**src/rtl/xt_kbd_pkg.sv**
```systemverilog
// Shared types and constants for the XT keyboard front end.
package xt_kbd_pkg;

   localparam int unsigned FRAME_DATA_BITS = 8;
   localparam int unsigned BIT_CNT_W       = $clog2(FRAME_DATA_BITS);

   localparam logic START_LEVEL = 1'b0;
   localparam logic STOP_LEVEL  = 1'b1;

   localparam logic [FRAME_DATA_BITS-1:0] SCAN_RESET = 8'h00;

   typedef enum logic [2:0] {
      IDLE   = 3'd0,
      DATA   = 3'd1,
      PARITY = 3'd2,
      STOP   = 3'd3,
      HOLD   = 3'd4
   } kbd_state_e;

   // Odd parity holds when data plus parity bit contain an odd number of ones.
   function automatic logic odd_parity_ok(input logic [FRAME_DATA_BITS-1:0] d,
                                          input logic                       p);
      return ^{d, p};
   endfunction

endpackage

```
**src/rtl/xt_kbd_sync_edge.sv**
```systemverilog
// Synchronises the keyboard clock/data lines and flags keyboard clock falling edges.
module xt_kbd_sync_edge #(
   parameter int unsigned SYNC_STAGES = 2
) (
   input  logic clk,
   input  logic reset,
   input  logic kbd_clk,
   input  logic kbd_data,
   output logic data_s,
   output logic clk_fe_c
);

   logic [SYNC_STAGES-1:0] clk_sync_q, clk_sync_d;
   logic [SYNC_STAGES-1:0] data_sync_q, data_sync_d;
   logic                   clk_prev_q, clk_prev_d;

   always_comb begin
      clk_sync_d  = {clk_sync_q[SYNC_STAGES-2:0], kbd_clk};
      data_sync_d = {data_sync_q[SYNC_STAGES-2:0], kbd_data};
      clk_prev_d  = clk_sync_q[SYNC_STAGES-1];
   end

   // Lines idle high, so the chains reset to 1 to avoid a spurious edge.
   always_ff @(posedge clk) begin
      if (reset) begin
         clk_sync_q  <= '1;
         data_sync_q <= '1;
         clk_prev_q  <= 1'b1;
      end else begin
         clk_sync_q  <= clk_sync_d;
         data_sync_q <= data_sync_d;
         clk_prev_q  <= clk_prev_d;
      end
   end

   assign data_s   = data_sync_q[SYNC_STAGES-1];
   assign clk_fe_c = clk_prev_q & ~clk_sync_q[SYNC_STAGES-1];

endmodule

```
**src/rtl/xt_kbd_interface.sv**
```systemverilog
// XT keyboard receiver feeding PPI port A and IRQ1.
// Optional odd-parity enforcement with sticky parity_err: define XT_KBD_PARITY_CHECK_EN.
module xt_kbd_interface
   import xt_kbd_pkg::*;
#(
   parameter int unsigned TIMEOUT_CYCLES = 4096,
   parameter int unsigned SYNC_STAGES    = 2
) (
   input  logic       clk,
   input  logic       reset,
   input  logic       kbd_clk,
   input  logic       kbd_data,
   input  logic       pb7_clear,
   input  logic       pb6_clk_en,
   input  logic [7:0] sw,
   output logic [7:0] pa,
   output logic       irq1,
   output logic       kbd_clk_hold
`ifdef XT_KBD_PARITY_CHECK_EN
  ,output logic       parity_err
`endif
);

   localparam int unsigned TMO_W = $clog2(TIMEOUT_CYCLES) + 1;
   localparam logic [TMO_W-1:0]     TMO_LAST = TMO_W'(TIMEOUT_CYCLES - 1);
   localparam logic [BIT_CNT_W-1:0] LAST_BIT = BIT_CNT_W'(FRAME_DATA_BITS - 1);

   logic data_s;
   logic clk_fe_c;

   xt_kbd_sync_edge #(
      .SYNC_STAGES (SYNC_STAGES)
   ) u_sync_edge (
      .clk      (clk),
      .reset    (reset),
      .kbd_clk  (kbd_clk),
      .kbd_data (kbd_data),
      .data_s   (data_s),
      .clk_fe_c (clk_fe_c)
   );

   kbd_state_e                 state_q, state_d;
   logic [BIT_CNT_W-1:0]       bit_cnt_q, bit_cnt_d;
   logic [FRAME_DATA_BITS-1:0] shift_q, shift_d;
   logic [FRAME_DATA_BITS-1:0] scan_q, scan_d;
   logic                       irq_q, irq_d;
   logic [TMO_W-1:0]           tmo_q, tmo_d;
   logic                       in_frame;
`ifdef XT_KBD_PARITY_CHECK_EN
   logic                       par_q, par_d;
   logic                       perr_q, perr_d;
`endif

   assign in_frame = (state_q == DATA) || (state_q == PARITY) || (state_q == STOP);

   // Next-state: clear > inhibit > timeout > keyboard clock edge.
   always_comb begin
      state_d   = state_q;
      bit_cnt_d = bit_cnt_q;
      shift_d   = shift_q;
      scan_d    = scan_q;
      irq_d     = irq_q;
      tmo_d     = tmo_q;
`ifdef XT_KBD_PARITY_CHECK_EN
      par_d     = par_q;
      perr_d    = perr_q;
`endif
      if (pb7_clear) begin
         state_d   = IDLE;
         bit_cnt_d = '0;
         tmo_d     = '0;
         irq_d     = 1'b0;
`ifdef XT_KBD_PARITY_CHECK_EN
         perr_d    = 1'b0;
`endif
      end else if (!pb6_clk_en) begin
         state_d   = IDLE;
         bit_cnt_d = '0;
         tmo_d     = '0;
      end else if (in_frame && (tmo_q == TMO_LAST)) begin
         state_d   = IDLE;
         bit_cnt_d = '0;
         tmo_d     = '0;
      end else if (clk_fe_c && (state_q != HOLD)) begin
         tmo_d = '0;
         case (state_q)
            IDLE: begin
               if (data_s == START_LEVEL) begin
                  state_d   = DATA;
                  bit_cnt_d = '0;
               end
            end
            DATA: begin
               shift_d   = {data_s, shift_q[FRAME_DATA_BITS-1:1]};
               bit_cnt_d = bit_cnt_q + 1'b1;
               if (bit_cnt_q == LAST_BIT) begin
                  state_d = PARITY;
               end
            end
            PARITY: begin
`ifdef XT_KBD_PARITY_CHECK_EN
               par_d   = data_s;
`endif
               state_d = STOP;
            end
            STOP: begin
               state_d   = IDLE;
               bit_cnt_d = '0;
`ifdef XT_KBD_PARITY_CHECK_EN
               if ((data_s == STOP_LEVEL) && odd_parity_ok(shift_q, par_q)) begin
                  scan_d  = shift_q;
                  irq_d   = 1'b1;
                  state_d = HOLD;
               end else if (data_s == STOP_LEVEL) begin
                  perr_d  = 1'b1;
               end
`else
               if (data_s == STOP_LEVEL) begin
                  scan_d  = shift_q;
                  irq_d   = 1'b1;
                  state_d = HOLD;
               end
`endif
            end
            default: state_d = IDLE;
         endcase
      end else if (in_frame) begin
         tmo_d = tmo_q + 1'b1;
      end
   end

   always_ff @(posedge clk) begin
      if (reset) begin
         state_q   <= IDLE;
         bit_cnt_q <= '0;
         shift_q   <= '0;
         scan_q    <= SCAN_RESET;
         irq_q     <= 1'b0;
         tmo_q     <= '0;
`ifdef XT_KBD_PARITY_CHECK_EN
         par_q     <= 1'b0;
         perr_q    <= 1'b0;
`endif
      end else begin
         state_q   <= state_d;
         bit_cnt_q <= bit_cnt_d;
         shift_q   <= shift_d;
         scan_q    <= scan_d;
         irq_q     <= irq_d;
         tmo_q     <= tmo_d;
`ifdef XT_KBD_PARITY_CHECK_EN
         par_q     <= par_d;
         perr_q    <= perr_d;
`endif
      end
   end

   assign pa           = pb7_clear ? sw : scan_q;
   assign irq1         = irq_q;
   assign kbd_clk_hold = (state_q == HOLD) | ~pb6_clk_en;
`ifdef XT_KBD_PARITY_CHECK_EN
   assign parity_err   = perr_q;
`endif

endmodule

```
**config.mk**
```make
export PLATFORM = sky130hd
export DESIGN_NAME = xt_kbd_interface
export DESIGN_NICKNAME = d
export VERILOG_FILES = /design/src/rtl/xt_kbd_pkg.sv /design/src/rtl/xt_kbd_sync_edge.sv /design/src/rtl/xt_kbd_interface.sv
export SDC_FILE = /design/constraint.sdc
export NUM_CORES = 1
export LEC_CHECK = 0
export ABC_AREA = 1
export BUFFER_PORTS_ARGS = -buffer_cell sky130_fd_sc_hd__buf_2
export CAP_MARGIN = 20
export CELL_PAD_IN_SITES_DETAIL_PLACEMENT = 1
export CELL_PAD_IN_SITES_GLOBAL_PLACEMENT = 1
export CORE_MARGIN = 1
export CORE_UTILIZATION = 41
export CTS_CLUSTER_SIZE = 25
export DETAILED_ROUTE_END_ITERATION = 12
export HOLD_SLACK_MARGIN = 0.12
export PLACE_DENSITY = 0.9
export SYNTH_ARGS = -nofsm -noshare
export SYNTH_HDL_FRONTEND = slang
export SYNTH_HIERARCHICAL = 1
export SYNTH_SLANG_ARGS = --single-unit
```
**constraint.sdc**
```tcl
create_clock -name clk -period 1.7 [get_ports clk]
set_input_delay 0.255 -clock clk [delete_from_list [all_inputs] [get_ports clk]]
set_output_delay 0.255 -clock clk [all_outputs]
set_load 0.05 [all_outputs]
```
After elaboration in Yosys (flattened, before gate mapping)
Cells that the tools add are included.
- bits in registers: 41
- input port bits: 14
- logic and storage cells: 47
- $add $sub $neg: 2
- equality and inequality tests: 9
- multiplexer cells: 7
- bitwise operators: 6
- reduce and logical (&&, ||, !) cells: 14
- operator list (kind ; number):
    $add 13x1->13 const B ; 1
    $eq 13x12->1 const B ; 1
    $mux 3 ; 4
    $pmux 3 s4 ; 1
    $reduce_and 5->1 ; 2
    $pmux 3 s3 ; 1
    $mux 8 ; 1
    $eq 3x2->1 const B ; 2
    $eq 3x3->1 const B ; 2
    $reduce_and 3->1 ; 2
    $reduce_and 6->1 ; 1
    $reduce_or 5->1 ; 1
    $not 1->1 ; 4
    $reduce_or 4->1 ; 1
    $add 3x1->3 const B ; 1
    $eq 3x1->1 const B ; 1
    $logic_not 3->1 ; 1
    $ne 3x3->1 const B ; 1
    $reduce_bool 3->1 ; 1
    $logic_and 1x1->1 ; 2
    $logic_or 1x1->1 ; 2
    $ne 2x1->1 const B ; 1
    $ne 2x2->1 const B ; 1
    $reduce_or 2->1 ; 1
    2 further kinds ; 2

Depth between registers and ports, before layout
- depth after elaboration: 6
- mapped depth: 9

Hierarchy
Netlist, hierarchy kept.
- modules (own cells, without submodules) (module ; instances ; cells an instance ; area each (sq um)):
    xt_kbd_interface ; 1 ; 273 ; 1850.5
    xt_kbd_sync_edge ; 1 ; 18 ; 148.9

Least setup slack after synthesis
Ideal clock, no wire load.
- path kind: input -> output
- from: input pb7_clear
- to: output pa[5]
- arrival: 1725 ps
- required time: 1445 ps
- path slack: -280 ps
- stages on the path: 3
- buffers on the path: 2
- cells stage by stage: clkbuf_1 > clkbuf_1 > o21ai_0
- cells in the longest elaborated chain, start to end: 1
- RTL lines (item ; line ; text):
    from (decl) ; xt_kbd_interface.sv:13 ; input logic pb7_clear,
    $mux 8 ; xt_kbd_interface.sv:158 ; assign pa = pb7_clear ? sw : scan_q;
    to (decl) ; xt_kbd_interface.sv:16 ; output logic [7:0] pa,
Every way passes these cells.

Final worst setup path
- from: register state_q[1]
- to: output kbd_clk_hold
- cells in the longest elaborated chain, start to end: 2
- RTL lines (item ; line ; text):
    from (decl) ; xt_kbd_interface.sv:42 ; kbd_state_e state_q, state_d;
    from (signal assigned) ; xt_kbd_interface.sv:145 ; state_q <= state_d;
    $eq 3x3->1 ; xt_kbd_interface.sv:160 ; assign kbd_clk_hold = (state_q == HOLD) | ~pb6_clk_en;
    $or 1x1->1 ; xt_kbd_interface.sv:160 ;
    to (decl) ; xt_kbd_interface.sv:18 ; output logic kbd_clk_hold
Every way passes these cells.

==> summary.md <==
| Metric | Value |
|---|---|
| Tightest Pin Transition | `between 0.3 and 0.4 ns` |
| Max capacitance violation total | `0` |
| Die X | `71.8 um` |
| Share of the synthesized area in the top cell type | `41.1%` |
| Gpl congestion | `around 0.8` |
| #FFs+latches synth | `41` |
| Total number of vias | `1894` |
| # DRC | `0` |
| Final setup violation count | `0` |
| Worst slew margin | `between 70% and 80%` |
| Setup crit start kind | `register` |
| Arrival time of the worst setup path | `roughly 1.3 ns` |
| Commonest cells after routing, fill and taps aside | `73 x nand2_1, 45 x inv_1, 41 x dfxtp_1` |
| Hold_ws | `around 0.14 ns` |
| TritonCTS clock tree | `yes` |
| Die area | `slightly above 5000 sq um` |
| Initial Utilization | `42.6%` |
| Tcrit/Tclk final | `89.9%` |
| Worst-skew pair later-pin latency | `roughly 0.3 ns` |
| Post-route minimum period | `1.53 ns` |
| Reg area | `821 sq um` |
| Non-filler cells, final | `374` |
| P&R area growth vs syn | `16.5%` |
| Clk slew on worst S/H paths | `0.08 ns` |
| Status | `finished clean` |
| H-Tree Level Count | `2` |
| Commonest non-fill, non-tap cell in the layout | `nand2_1` |
| CP Data Required Time | `1.44 ns` |
| Global Route Usage Sum | `20.4%` |
| Crit end category | `output port` |
| F_max | `654 MHz` |
| N_diodes | `0` |
| Antenna-violating nets left | `0` |
| GRT overflow | `0` |
| Distinct cells, synth | `23` |
| Area of the multi-input gates | `963 sq um` |
| First-pass GRT wire length | `8270 um` |
| Core area | `4690 sq um` |
| IO Pins | `24` |
| Initial antenna violation count | `0` |
| Core Rows | `25` |
| Post-detail-place hpwl | `3470 um` |
| Vias in the first global route | `1936` |
| CTS Buffer Depth | `2` |
| Drt pass-1 iters | `4` |
| Post-Place Cells | `roughly 370` |
| Port bufs | `23` |
| Layout Skew | `0.00555 ns` |
| Critical path type | `reg2out` |
| Vias per inst | `5.06` |
| Final Hold Viols | `0` |
| Sequential area share after synthesis | `41.1%` |
| Yosys warnings | `6` |
| Cell Area, Synth | `2000 sq um` |
| Die Ht | `71.8 um` |
| PD cells | `876 nW/um^2` |
| Post-Synthesis Cells | `between 200 and 300` |
| Peak supply drop | `~0.00051 V` |
| TritonCTS sink count | `41` |
| Worst Path Max Fanout | `6` |
| Initial drt markers | `60` |
| WL final | `4740 um` |
| Hold WC Path Type | `in2reg` |
| Leakage | `0.941 nW` |
| CTS Buf Count | `5` |
| Largest net degree at the start of global routing | `19` |
| Layout cells sized above 1 | `17.2%` |
| Final Max Tran Viols | `0` |
| Utilization after layout | `49.6%` |
| RSZ-0062 raised after global routing | `false` |
| Post-layout nets | `336` |
| DR WL/cell | `12.7 um` |
| Clock root cell | `clkbuf_8` |
| Synthesized area per cell | `6.87 sq um` |
| Synth top area cells | `dfxtp_1 41%, nand2_1 14%, inv_1 8.8%` |
| Dpl ws | `0.158 ns` |
| Filler cells | `620` |
| Synthesized Nets | `308` |
| Synth area leader | `dfxtp_1` |
| Min setup slack post-route | `0.171 ns` |
state kept, by name, indices dropped and copies added, names as in the netlist:
register and count:
state_q 3, tmo_q 13, u_sync_edge/clk_sync_q 2, u_sync_edge/data_sync_q 2, bit_cnt_q 3, u_sync_edge/clk_prev_q 1
irq1 1, shift_q 8, scan_q 8
power by group:
| group | switching [W] | internal, W | leakage [nW] |
|---|---|---|---|
| clock | 0.000358 | 0.000591 | 0.0687 |
| sequential | 0.00000249 | 0.000964 | 0.331 |
| combinational | 0.0000905 | 0.0000327 | 0.542 |
repair_timing:
item | CTS | global route
hold endpoints to repair | 1 | 0
hold buffers | 1 | 0
buffers inserted | 0 | 0
setup endpoints to repair | 0 | 2
resized for setup | 0 | 3
metrics by stage:
step	power [W]	area (sq um)	TNS (ns)
4_1_cts	0.00206	2320	0
5_1_grt	0.00211	2330	0
3_3_place_gp	0.00111	2180	0
2_1_floorplan	0.00107	2000	-1.02
3_5_place_dp	0.00111	2180	0
6_report	0.00204	2330	0
area by class of cell:
| class | count | area share, % |
|---|---|---|
| Clock buffer | 5 | 2.96 |
| Clock inverter | 3 | 2.96 |
| Inverter | 49 | 7.90 |
| Multi-Input combinational cell | 194 | 41.4 |
| Sequential cell | 41 | 35.2 |
| Tap cell | 54 | 2.90 |
| Timing Repair Buffer | 28 | 6.66 |
logic make-up (layout without fill, tap and decap cells):
kind of cell,Yosys count,in the layout,share of synthesized area [%]
XOR/XNOR,2,2,0.876
AND/OR/NAND/NOR,151,151,35.5
buffers and inverters,56,85,11.0
flip-flops,41,41,41.1
adder cells (fa/ha/maj),3,3,1.88
AO/OA/AOI/OAI,38,38,9.70
metal layers:
metal	up-vias	share of wire, %	track usage, %
li1	975	-	-
met1	887	45	23.5
met2	24	51	37.0
met3	8	2.2	4.36
met4	0	1.4	7.19
met5	-	0	0
final timing paths:
path / cells after the start / startpoint / to / slack, ns
worst min register to register: 2 / u_sync_edge/data_sync_q[0] / u_sync_edge/data_sync_q[1] / 0.42
worst max register to register: 8 / state_q[0] / scan_q[7] / 0.17
worst min-delay path: 3 / kbd_clk / u_sync_edge/clk_sync_q[0] / 0.14
worst max-delay path: 4 / state_q[1] / kbd_clk_hold / 0.17
Yosys cell counts:
library cell / count
nor2_1: 28
nor3_1: 4
buf_6: 1
nor2_4: 3
o21ai_0: 13
nand3_1: 17
nand3_4: 1
inv_1: 47
o21ai_2: 1
buf_2: 2
nand2_1: 73
ha_1: 3
dfxtp_1: 41
nand2_2: 1
nand2_4: 1
inv_2: 2
nand3_2: 3
a21oi_1: 24
xor2_1: 2
or2_2: 5
clkbuf_1: 4
nand3b_1: 1
nand4_1: 14
worst max-delay path, stage by stage (launching register included):
cell and delay [ns]:
dfxtp_1 0.37, nor2_1 0.18, nand2_2 0.10, nand2_1 0.07, buf_2 0.25
Power figures use the tool's default switching activity.
